File: src/rtl/cmd_decoder_pkg.sv
// cmd_decoder_pkg: opcodes, event indices, FSM states and direction mapping for cmd_decoder_fifo.
// The ACK state exists only when CMD_ACK_EN is defined.
package cmd_decoder_pkg;
  localparam logic [1:0] CLS_MOTOR = 2'b00;
  localparam logic [1:0] CLS_MAGNET = 2'b01;
  localparam logic [1:0] CLS_GAME = 2'b10;
  localparam logic [1:0] CLS_REQ = 2'b11;
  localparam logic [2:0] OP_SINGLE = 3'b000;
  localparam logic [2:0] OP_MULTI = 3'b001;
  localparam logic [5:0] OP_RESET_XY = 6'b111111;
  localparam logic [5:0] OP_HOFFSET = 6'b111001;
  localparam logic [5:0] OP_SCAN = 6'b111111;
  // to-play codes are the full bytes 0x85 / 0x86
  localparam logic [5:0] OP_BLACK_TO_PLAY = 6'b000101;
  localparam logic [5:0] OP_WHITE_TO_PLAY = 6'b000110;
  localparam logic [3:0] OP_DRAW_OFFER = 4'b1010;
  localparam logic [5:0] OP_BLACK_WINS = 6'b000001;
  localparam logic [5:0] OP_WHITE_WINS = 6'b000010;
  localparam logic [5:0] OP_DRAW = 6'b000011;
  localparam logic [5:0] OP_NORMAL_WAIT = 6'b000000;
  localparam logic [5:0] OP_MUST_JUMP = 6'b000001;
  localparam logic [5:0] OP_MORE_JUMPS = 6'b000010;
  localparam logic [5:0] OP_DID_NOT_MOVE = 6'b000011;
  localparam logic [5:0] OP_UNRECOVERABLE = 6'b111111;
  localparam int EVT_W = 19;
  typedef enum logic [4:0] {
    EV_RESET_XY, EV_HOFFSET, EV_MAG_ON, EV_MAG_OFF, EV_SCAN,
    EV_BLACK_TO_PLAY, EV_WHITE_TO_PLAY, EV_DRAW_OFFER,
    EV_BLACK_WINS, EV_WHITE_WINS, EV_DRAW,
    EV_NORMAL_WAIT, EV_MUST_JUMP, EV_MORE_JUMPS, EV_DID_NOT_MOVE, EV_UNRECOVERABLE,
    EV_RSVD16, EV_RSVD17, EV_RSVD18
  } evt_e;
  typedef enum logic [2:0] {
    IDLE, FETCH, DECODE, ARG, ISSUE, PULSE
`ifdef CMD_ACK_EN
    , ACK
`endif
  } state_e;
  function automatic logic [7:0] dir_onehot(input logic [2:0] c, input int n);
    return n == 4 ? 8'(1) << c[2:1] : 8'(1) << c;
  endfunction
endpackage

File: src/rtl/byte_fifo.sv
// byte_fifo: DEPTH x 8 FIFO with combinational read; push+pop on empty passes din straight through.
module byte_fifo #(
  parameter int DEPTH = 8
) (
  input  logic                     clk,
  input  logic                     rst_n,
  input  logic                     push,
  input  logic                     pop,
  input  logic [7:0]               din,
  output logic [7:0]               dout,
  output logic                     full,
  output logic                     empty,
  output logic [$clog2(DEPTH):0]   level
);
  localparam int AW = $clog2(DEPTH);
  logic [7:0] mem [DEPTH];
  logic [AW:0] wp, rp;
  logic we, re;
  assign level = wp - rp;
  assign empty = level == '0;
  assign full = level[AW];
  assign we = push & (~full | pop);
  assign re = pop & (~empty | push);
  assign dout = empty ? din : mem[rp[AW-1:0]];
  always_ff @(posedge clk) begin
    if (we) mem[wp[AW-1:0]] <= din;
  end
  always_ff @(posedge clk) begin
    if (!rst_n) begin
      wp <= '0;
      rp <= '0;
    end else begin
      if (we) wp <= wp + 1'b1;
      if (re) rp <= rp + 1'b1;
    end
  end
endmodule

File: src/rtl/cmd_decoder_fifo.sv
// cmd_decoder_fifo: edge-detected byte FIFO feeding a host command decoder FSM (moves + event pulses).
// Define CMD_ACK_EN to add the ack_byte/ack_valid/ack_ready acknowledge handshake.
module cmd_decoder_fifo
  import cmd_decoder_pkg::*;
#(
  parameter int FIFO_DEPTH = 8,
  parameter int DIR_COUNT = 8,
  parameter int STEP_W = 8,
  parameter int PULSE_LEN = 1
) (
  input  logic                          clk,
  input  logic                          rst_n,
  input  logic                          data_incoming,
  input  logic [7:0]                    dataStream,
  output logic                          move_valid,
  input  logic                          move_ready,
  output logic [DIR_COUNT-1:0]          move_dir,
  output logic [STEP_W-1:0]             move_steps,
  output logic [EVT_W-1:0]              evt,
  output logic                          bad_cmd,
  output logic                          overflow,
  input  logic                          clear_err,
`ifdef CMD_ACK_EN
  output logic [7:0]                    ack_byte,
  output logic                          ack_valid,
  input  logic                          ack_ready,
`endif
  output logic [$clog2(FIFO_DEPTH):0]   fifo_level
);
`ifdef CMD_ACK_EN
  localparam state_e DONE_ST = ACK;
`else
  localparam state_e DONE_ST = IDLE;
`endif
  state_e state, state_d;
  logic prev, push, pop, full, empty, bad_set;
  logic [7:0] dout, cmd, dir8;
  logic [5:0] op;
  logic [2:0] dc;
  logic [STEP_W-1:0] steps;
  logic [DIR_COUNT-1:0] dir;
  logic [EVT_W-1:0] evt_q;
  logic [3:0] cnt;
  logic is_ev, is_single, is_multi, dir_ok;
  evt_e ev;
  assign push = data_incoming & ~prev;
  byte_fifo #(.DEPTH(FIFO_DEPTH)) u_fifo (
    .clk(clk), .rst_n(rst_n), .push(push), .pop(pop), .din(dataStream),
    .dout(dout), .full(full), .empty(empty), .level(fifo_level)
  );
  assign op = cmd[5:0];
  assign dc = cmd[5:3];
  assign dir8 = dir_onehot(dc, DIR_COUNT);
  assign dir_ok = DIR_COUNT != 4 || !dc[0];
  assign is_single = cmd[7:6] == CLS_MOTOR && !is_ev && op[2:0] == OP_SINGLE;
  assign is_multi = cmd[7:6] == CLS_MOTOR && !is_ev && op[2:0] == OP_MULTI;
  always_comb begin
    is_ev = 1'b1;
    ev = EV_SCAN;
    case (cmd[7:6])
      CLS_MOTOR: begin
        is_ev = op == OP_RESET_XY || op == OP_HOFFSET;
        ev = op == OP_RESET_XY ? EV_RESET_XY : EV_HOFFSET;
      end
      CLS_MAGNET: ev = op[5] ? EV_MAG_ON : EV_MAG_OFF;
      CLS_GAME: begin
        if (op == OP_SCAN) ev = EV_SCAN;
        else if (op == OP_BLACK_TO_PLAY) ev = EV_BLACK_TO_PLAY;
        else if (op == OP_WHITE_TO_PLAY) ev = EV_WHITE_TO_PLAY;
        else if (op[5:2] == OP_DRAW_OFFER) ev = EV_DRAW_OFFER;
        else if (op == OP_BLACK_WINS) ev = EV_BLACK_WINS;
        else if (op == OP_WHITE_WINS) ev = EV_WHITE_WINS;
        else if (op == OP_DRAW) ev = EV_DRAW;
        else is_ev = 1'b0;
      end
      default: begin
        case (op)
          OP_NORMAL_WAIT: ev = EV_NORMAL_WAIT;
          OP_MUST_JUMP: ev = EV_MUST_JUMP;
          OP_MORE_JUMPS: ev = EV_MORE_JUMPS;
          OP_DID_NOT_MOVE: ev = EV_DID_NOT_MOVE;
          OP_UNRECOVERABLE: ev = EV_UNRECOVERABLE;
          default: is_ev = 1'b0;
        endcase
      end
    endcase
  end
  always_comb begin
    state_d = state;
    pop = 1'b0;
    bad_set = 1'b0;
    case (state)
      IDLE: state_d = empty ? IDLE : FETCH;
      FETCH: begin
        pop = 1'b1;
        state_d = DECODE;
      end
      DECODE: begin
        bad_set = !(is_ev || is_multi || (is_single && dir_ok));
        state_d = is_ev ? PULSE : is_multi ? ARG : bad_set ? DONE_ST : ISSUE;
      end
      ARG: if (!empty) begin
        // direction of a multi-step move is validated only once its argument is consumed
        pop = 1'b1;
        bad_set = dout == 8'd0 || !dir_ok;
        state_d = bad_set ? DONE_ST : ISSUE;
      end
      ISSUE: state_d = move_ready ? DONE_ST : ISSUE;
      PULSE: state_d = cnt == 4'(PULSE_LEN - 1) ? DONE_ST : PULSE;
`ifdef CMD_ACK_EN
      ACK: state_d = ack_ready ? IDLE : ACK;
`endif
      default: state_d = IDLE;
    endcase
  end
  always_ff @(posedge clk) begin
    if (!rst_n) begin
      state <= IDLE;
      prev <= 1'b0;
      cmd <= '0;
      steps <= '0;
      dir <= '0;
      evt_q <= '0;
      cnt <= '0;
      bad_cmd <= 1'b0;
      overflow <= 1'b0;
    end else begin
      state <= state_d;
      prev <= data_incoming;
      bad_cmd <= bad_set;
      overflow <= (push & full & ~pop) | (overflow & ~clear_err);
      cnt <= state == PULSE ? cnt + 4'd1 : 4'd0;
      if (state == FETCH) cmd <= dout;
      if (state == DECODE) begin
        steps <= STEP_W'(1);
        dir <= dir8[DIR_COUNT-1:0];
        evt_q <= EVT_W'(1) << ev;
      end
      if (state == ARG && !empty) steps <= STEP_W'(dout);
    end
  end
  assign move_valid = state == ISSUE;
  assign move_dir = move_valid ? dir : '0;
  assign move_steps = move_valid ? steps : '0;
  assign evt = state == PULSE ? evt_q : '0;
`ifdef CMD_ACK_EN
  logic last_bad;
  always_ff @(posedge clk) begin
    if (!rst_n) last_bad <= 1'b0;
    else if (state == DECODE || state == ARG) last_bad <= bad_set;
  end
  assign ack_valid = state == ACK;
  assign ack_byte = ack_valid ? {1'b1, last_bad, cmd[5:0]} : 8'd0;
`endif
endmodule

File: config.mk
export PLATFORM = sky130hd
export DESIGN_NAME = cmd_decoder_fifo
export DESIGN_NICKNAME = d
export VERILOG_FILES = /design/src/rtl/cmd_decoder_pkg.sv /design/src/rtl/byte_fifo.sv /design/src/rtl/cmd_decoder_fifo.sv
export SDC_FILE = /design/constraint.sdc
export NUM_CORES = 1
export LEC_CHECK = 0
export CAP_MARGIN = 20
export CORE_MARGIN = 1
export CORE_UTILIZATION = 60
export CTS_BUF_LIST = sky130_fd_sc_hd__clkbuf_16
export DETAILED_ROUTE_END_ITERATION = 10
export DONT_BUFFER_PORTS = 1
export MAX_ROUTING_LAYER = met4
export PLACE_DENSITY_LB_ADDON = 0.05
export SYNTH_ARGS = -nofsm -noshare
export SYNTH_HDL_FRONTEND = slang
export SYNTH_SLANG_ARGS = --single-unit
File: constraint.sdc
create_clock -name clk -period 7.75 [get_ports clk]
set_input_delay 2.325 -clock clk [delete_from_list [all_inputs] [get_ports clk]]
set_output_delay 2.325 -clock clk [all_outputs]
set_load 0.02 [all_outputs]
Word-level counts from Yosys, hierarchy flattened --
Memory sizes are Yosys's and may differ from the RTL's. A register that Yosys moved wholly into a read port is not among the register bits. Index checks and enable logic that the tools add are counted.
Cells by class: equal/unequal tests 17, add/subtract/negate cells 4, mux-type cells 43, shifts and indexed selects 2, bitwise gates (word level) 14, reduce and logical (&&, ||, !) cells 20
Operator list (count):
- 8-bit two-way mux | 5
- 4-bit two-way mux | 7
- 3-bit two-way mux | 9
- 4-bit one-hot mux with 5 select lines | 1
- 19-bit two-way mux | 1
- 1-bit by 5-bit left shift with 19-bit output (first input constant) | 1
- 3-bit one-hot mux with 6 select lines | 1
- 1-bit two-way mux | 15
- 4-bit by 1-bit adder with 4-bit output (second input constant) | 3
- 6-bit by 2-bit equality test with 1-bit output (second input constant) | 2
- 6-bit by 3-bit equality test with 1-bit output (second input constant) | 2
- 6-bit equality test (second input constant) | 2
- 4-bit one-hot mux with 3 select lines | 1
- 4-bit logical NOT | 2
- 8-bit logical NOT | 1
- 1-bit by 3-bit left shift with 8-bit output (first input constant) | 1
- 1-bit AND | 6
- 3-bit by 1-bit equality test with 1-bit output (second input constant) | 2
- 3-bit by 2-bit equality test with 1-bit output (second input constant) | 2
- 3-bit equality test (second input constant) | 2
- 6-bit by 1-bit equality test with 1-bit output (second input constant) | 1
- 3-bit logical NOT | 2
- 6-bit logical NOT | 1
- 1-bit NOT | 5
- 15 further kinds | 25
Storage, ports and cells: memories 1, word-level logic and storage cells 112, input bits 13, memory bits (writable) 64, bits in registers 61
Memory list:
- u_fifo.mem | depth 8, width 8, rd ports 1, clocked after Yosys merged registers in 1, write ports 1, RTL line byte_fifo.sv:16 | logic [7:0] mem [DEPTH];

Logic depth before layout (Yosys ltp) --
Gate-level depths: netlist of the first run.
word-level depth 18, depth in mapped cells 11, depth with buffers taken out 9

Hierarchy --
From an unflattened synthesis of the first run, not the netlist that was laid out.
Unflattened totals: cells, all modules 489, area total of the unflattened synthesis 5728.0 µm²
Modules (own cells, without submodules):
- byte_fifo | instances 1, area an instance 3173.0 µm², cells an instance 192, sequential area each 2142.1 µm²
- cmd_decoder_fifo | instances 1, area an instance 2555.0 µm², cells an instance 297, sequential area each 1001.0 µm²

Worst setup path before layout of the first run --
Ideal clock, no wire load.
path type reg2out, start register state[1], end output port move_dir[5], path buffers 2, path slack 3.767 ns, stages on the path, launching flop included 5, arrival time 1.658 ns, cell sequence dfxtp_1 -> buf_1 -> nor3b_1 -> clkbuf_1 -> and2_1
Between the ends: cells in the longest elaborated chain, start to end 2
RTL lines:
- start: declaration | RTL line cmd_decoder_fifo.sv:35 | state_e state, state_d;
- start signal: assignment | RTL line cmd_decoder_fifo.sv:128 | state <= state_d;
- 3-bit equality test | RTL line cmd_decoder_fifo.sv:142 | assign move_valid = state == ISSUE;
- net move_valid | RTL line cmd_decoder_fifo.sv:15 | output logic move_valid,
- 8-bit two-way mux | RTL line cmd_decoder_fifo.sv:143 | assign move_dir = move_valid ? dir : '0;
- end: declaration | RTL line cmd_decoder_fifo.sv:17 | output logic [DIR_COUNT-1:0] move_dir,
The timed path passes the listed nets, and every way through them passes these cells.

Worst setup path in the final report of the first run --
start register u_fifo.wp[0], end output port fifo_level[2]
Between the ends: cells in the longest elaborated chain, start to end 1
RTL lines:
- start: declaration | RTL line byte_fifo.sv:17 | logic [AW:0] wp, rp;
- start signal: assignment | RTL line byte_fifo.sv:33 | if (we) wp <= wp + 1'b1;
- 4-bit subtractor | RTL line byte_fifo.sv:19 | assign level = wp - rp;
- end: declaration | RTL line cmd_decoder_fifo.sv:28 | output logic [$clog2(FIFO_DEPTH):0] fifo_level
No other way between the ends.

==> results of run 1 <==
## sequential cells by signal (all words and copies together) (netlist names), named ones only
name,cells
bad_cmd,1
cmd,8
cnt,4
dir,8
evt_q,16
overflow,1
prev,1
state,3
steps,8
u_fifo.mem,64
u_fifo.rp,4
u_fifo.wp,4
## worst reg2reg max path, delay by kind of cell (launching register included)
kind | cells | cell delay [ps]
AOI/OAI and AO/OA | 2 | 700
xor gates and xnor gates | 1 | 480
adders and majority gates | 2 | 670
buffers and inverters | 1 | 130
DFF | 1 | 420
and+or+nand+nor | 3 | 710
## cell families after synthesis
kind of cell | count (synthesis)
flip-flops | 125
buffers and inverters | 49
AND/OR/NAND/NOR | 179
other | 1
AO/OA/AOI/OAI | 82
adder cells (fa/ha/maj) | 8
XOR/XNOR | 9
multiplexers | 33
## layout make-up
class,instances,area (µm²),area share
sequential,125,3140,0.492
inverter,14,52.6,0.00823
timing repair buffer,8,61.3,0.00960
tap,129,161,0.0253
clock inverter,14,115,0.0180
multi-input combinational,314,2400,0.376
clock buffer,18,450,0.0705
## metal layers
metal  global-route usage  share of wire
met1                0.343           0.48
met2                0.371           0.45
met3               0.0620          0.054
met4               0.0825          0.013
met5                    -              0
## power by group through the flow
stage                     registers (µW)  logic [µW]  clock network [µW]
after floorplan                      796         539                   0
after global placement               855         531                   0
after detailed placement             861         541                   0
after CTS                            848         544                 758
after global routing                 858         597                 785
final                                848         546                 751
## stage by stage
stage          std cells  area (µm²)  hold slack, ps  setup WS, ps
2_1_floorplan        488        5820             430          3770
3_3_place_gp         586        5790             443          3610
3_5_place_dp         586        5790             449          3520
4_1_cts              618        6350             462          3180
5_1_grt              622        6380             477          3200
6_report             622        6380             456          3320
## layout by cell type (no fill, tap or decap), drive strengths merged, types with 5 or more instances in the layout
cell type,synthesis,layout
edfxtp,64,64
dfxtp,61,61
and2,46,46
nand2,32,32
nor2,26,26
inv,14,21
clkbuf,23,20
a22o,16,16
mux4,16,16
o21ai,13,13
a21boi,13,13
nor2b,12,12
mux2i,12,12
a21oi,10,10
o21a,9,9
nand3,9,9
nor3,8,8
and3,8,8
nor4,8,8
ha,7,7
buf,12,6
xnor2,5,5
nor4b,5,5
nand2b,5,5
mux2,5,5
## worst max-delay path by stage
| stage | start | end | slack [ps] | cells past startpoint |
|---|---|---|---|---|
| after floorplan | state[1] | move_dir[5] | 3770 | 4 |
| after global placement | data_incoming | u_fifo.mem[6][0] | 3610 | 4 |
| after detailed placement | data_incoming | u_fifo.mem[6][3] | 3520 | 4 |
| after CTS | state[2] | move_steps[5] | 3180 | 2 |
| after global routing | u_fifo.wp[0] | fifo_level[2] | 3200 | 4 |
| final | u_fifo.wp[0] | fifo_level[2] | 3320 | 4 |
==> run metrics, run 1 <==
portion of netlist area occupied by mux cells 0.0988; Sw Ratio 0.318; Seq pwr share 0.396; power density over the cells 336 nW/µm²; io pins 55; crit path capture type output port; Mapped Avg Cell Area 12.0 µm²; largest net degree at the start of global routing 47; XOR/XNOR Fraction of Synth Area 0.0136; worst slew pin tran about 890 ps; Final ANT Viol Nets 0; crit-path cells inv_1 -> ha_1 -> fa_1 -> xnor2_1; # rows 35; Internal between 1000 and 1500 µW; Hold Path Cell Cnt 2; Cell Area, Synth 5810 µm²; Setup CP Type flip-flop to output port; diodes inserted 0; top-count cell post-synth edfxtp_1; utilization after layout 0.685; combinational family with the most area after synthesis simple AND/OR/NAND/NOR gates; DP Wirelength about 7.7 mm; Pwr Total around 2100 µW; initial core utilization 0.623; # DRC 0; cts hold-fix bufs 0; most used flip-flop cell after synthesis edfxtp_1; Clock power frac 0.350; first-pass GRT wire length 18.2 mm; CTS Buffer Depth 2; TNS Setup 0 ps; worst-path fanout max 7; Mapped Cells between 400 and 500; hold path endpoint dir[3]; Slew HR 0.407; vias in the first global route ~3500; Tcrit/Tclk final 0.572; HP Start dir[3]; Bufs and invs on worst path 1; Final Max Tran Viols 0; CORE AREA 9330 µm²; area leader, netlist edfxtp_1; r2r worst-path depth 9; Routability Congestion 0.795; die area between 10000 and 15000 µm²; post-cts resize count 0; Sw Pwr 681 µW; Clk Latency, worst-skew pair between 400 and 500 ps; initial drt markers 183; die height around 100 µm; delay-heaviest family, CP adder cells; Post-CTS Setup Inserts 0; reg2reg start u_fifo.wp[0]; routed wire length 11.4 mm; CTS H-tree depth 4; total CTS buffers 17; share of the synthesized area in the top cell type 0.331; post-synthesis compound-gate area fraction 0.103; Die W between 100 and 150 µm; # fillers 708; library cells used by synthesis 67; # Max-Cap Violations 0; Avg WL per Cell between 15 and 20 µm; Critical Path Slowest Stage Cell xnor2_1; Root Buffer clkbuf_16; ranking of synthesized cells by area edfxtp_1, dfxtp_1, and2_1; EDFF count, synth 64; Async S/R FF share, synth 0; final setup vio count 0; gr ovfl total 0; Post-Synth Adder-Cell Area 0.0185; Max Freq 226 MHz; TritonCTS clock tree done; fin nets about 500; Hold Path Class flip-flop to flip-flop; commonest cells in the synthesized netlist edfxtp_1, dfxtp_1, and2_1, nand2_1, nor2_1; delay of the slowest critical-path stage between 400 and 500 ps; flops & latches, synth approximately 130; Port Buf Inserts 0; VDD IR max approximately 0.38 mV; total vias in the final route 3639; startpoint types flip-flop; initial antenna violation count 0; # clock sinks 125; Logic pwr share 0.254; sequential area share after synthesis 0.541; reg2reg end bad_cmd; clock skew roughly 12 ps; Vias/cell 5.85; register-to-register setup slack between 4000 and 5000 ps; CTS clk-pin slew, worst paths approximately 50 ps; Pre-antenna DRT Iters 4; Area Growth Syn to Fin 9.86%; Leak approximately 0.0023 µW; Synth warnings 0; Total Routing Usage GR 0.251; RSZ-0062 raised after global routing no; CP arrival 2110 ps; post-layout min period about 4400 ps; Critical Path RT between 5000 and 6000 ps; share of cells above drive strength 1 0.114; final-report hold violation count 0; Post-Synth Simple-Gate Area 0.176; status complete, no violations
Note: power is estimated with default switching activity, not from simulation.
==> run 2, diff against run 1 <==
Clock period 7.75 ns to 4.1 ns, I/O delays scaled along.
==> run 2 against run 1 <==
Final area increased by 1.1%. Sequential power increased by 85%. Die area unchanged. Clock skew increased by 0.77 ps. Combinational power increased by 98%. Register-to-register slack got worse by 3600 ps. Critical path type unchanged. Largest cell class unchanged.
==> run metrics, run 2 (synthesized netlist as in run 1, its figures left out) <==
CORE AREA ~9300 µm²; Final ANT Viol Nets 0; Logic pwr share 0.254; Internal between 2000 and 3000 µW; Sw Ratio 0.309; CTS clk-pin slew, worst paths 60 ps; Max Freq between 200 and 300 MHz; # Max-Cap Violations 0; CP arrival 2150 ps; delay of the slowest critical-path stage around 480 ps; # clock sinks 125; # DRC 0; initial drt markers 281; Critical Path RT around 2900 ps; die area roughly 10000 µm²; Final Max Tran Viols 0; Area Growth Syn to Fin 11.1%; post-cts resize count 0; Avg WL per Cell 19.0 µm; die height approximately 100 µm; Clk Latency, worst-skew pair about 410 ps; max reg flops 64; Leak around 0.0023 µW; worst-path fanout max 7; # rows 35; vias in the first global route around 3600; first-pass GRT wire length about 19 mm; worst slew pin tran between 700 and 800 ps; post-layout min period approximately 3400 ps; Hold Path Class flip-flop to flip-flop; Inst Count DP ~590; CTS H-tree depth 4; commonest non-fill, non-tap cells in the layout edfxtp_1, dfxtp_1, and2_1, nand2_1, nor2_1; Routability Congestion 0.825; diodes inserted 0; startpoint types flip-flop; Setup CP Type flip-flop to output port; Slew HR 0.502; Total Routing Usage GR 0.265; CTS Buffer Depth 2; fin nets about 500; Port Buf Inserts 0; initial antenna violation count 0; Clock power frac 0.375; commonest non-fill, non-tap cell in the layout edfxtp_1; CP Launch Point u_fifo.wp[0]; cts hold-fix bufs 0; utilization after layout 0.692; routed wire length between 10 and 15 mm; final instance area ~6500 µm²; Critical Path Slowest Stage Cell xnor2_1; initial core utilization 0.623; clock skew approximately 12 ps; share of cells above drive strength 1 0.121; Sw Pwr between 1000 and 1500 µW; total vias in the final route 3722; TritonCTS clock tree done; reg2reg start u_fifo.wp[0]; Pre-antenna DRT Iters 5; final setup vio count 0; # fillers ~700; Die W 100 µm; HP Start dir[6]; DP Wirelength between 7 and 8 mm; total CTS buffers 17; Vias/cell around 6; crit-path cells inv_1 -> ha_1 -> fa_1 -> xnor2_1; register-to-register setup slack about 970 ps; placed cell areas just under 6000 µm²; RSZ-0062 raised after global routing no; VDD IR max 0.662 mV; power density over the cells 657 nW/µm²; final-report hold violation count 0; gr ovfl total 0; crit path capture type output port; status complete, no violations; number of non-filler instances in the completed layout just over 600; io pins 55; Post-CTS Setup Inserts 0; TNS Setup 0 ps; Seq pwr share 0.371; largest net degree at the start of global routing 47; Tcrit/Tclk final 0.825; Root Buffer clkbuf_16
run 2: final timing paths:
kind,cells past startpoint,to
worst max-delay path,4,fifo_level[2]
worst min-delay path,2,dir[6]
worst max register to register,9,steps[6]
worst min register to register,2,dir[6]
run 2: power groups by stage:
| stage | Sequential (µW) | Combinational (µW) | Clock [µW] |
|---|---|---|---|
| floorplan | 1500 | 1020 | 0 |
| global placement | 1580 | 1050 | 0 |
| detailed placement | 1590 | 1070 | 0 |
| CTS | 1570 | 1080 | 1600 |
| global route | 1590 | 1190 | 1660 |
| finish | 1570 | 1080 | 1590 |
run 2: layout make-up:
type                    instances  area [µm²]  share of cell area
clock buffers                  17         425              0.0659
multi-input cells             314        2400               0.372
well taps                     129         161              0.0250
repair buffers                  9        67.6              0.0105
flip-flops and latches        125        3140               0.487
inverters                      14        52.6             0.00814
clock inverters                15         205              0.0318
run 2: metrics by stage:
| step | power (µW) | hold slack, ps | worst slack, ps |
|---|---|---|---|
| after global placement | 2640 | 444 | 1140 |
| after detailed placement | 2660 | 447 | 1020 |
| after floorplan | 2520 | 430 | 1210 |
| after global routing | 4440 | 490 | 623 |
| after CTS | 4250 | 462 | 716 |
| final | 4240 | 461 | 718 |
run 2: critical path, delay by kind of cell, from the launching register on:
| kind | cells | cell delay (ps) |
|---|---|---|
| flops | 1 | 440 |
| buf+inv | 1 | 150 |
| xor+xnor | 1 | 480 |
| fa+ha+maj | 2 | 680 |
run 2: layer usage:
layer  part of all wire  track usage  up-vias
met5                  0            -        -
met4              0.017       0.0825        0
met3              0.054       0.0675       15
met2               0.46        0.392      112
met1               0.47        0.362     1824
li1                   -            -     1771
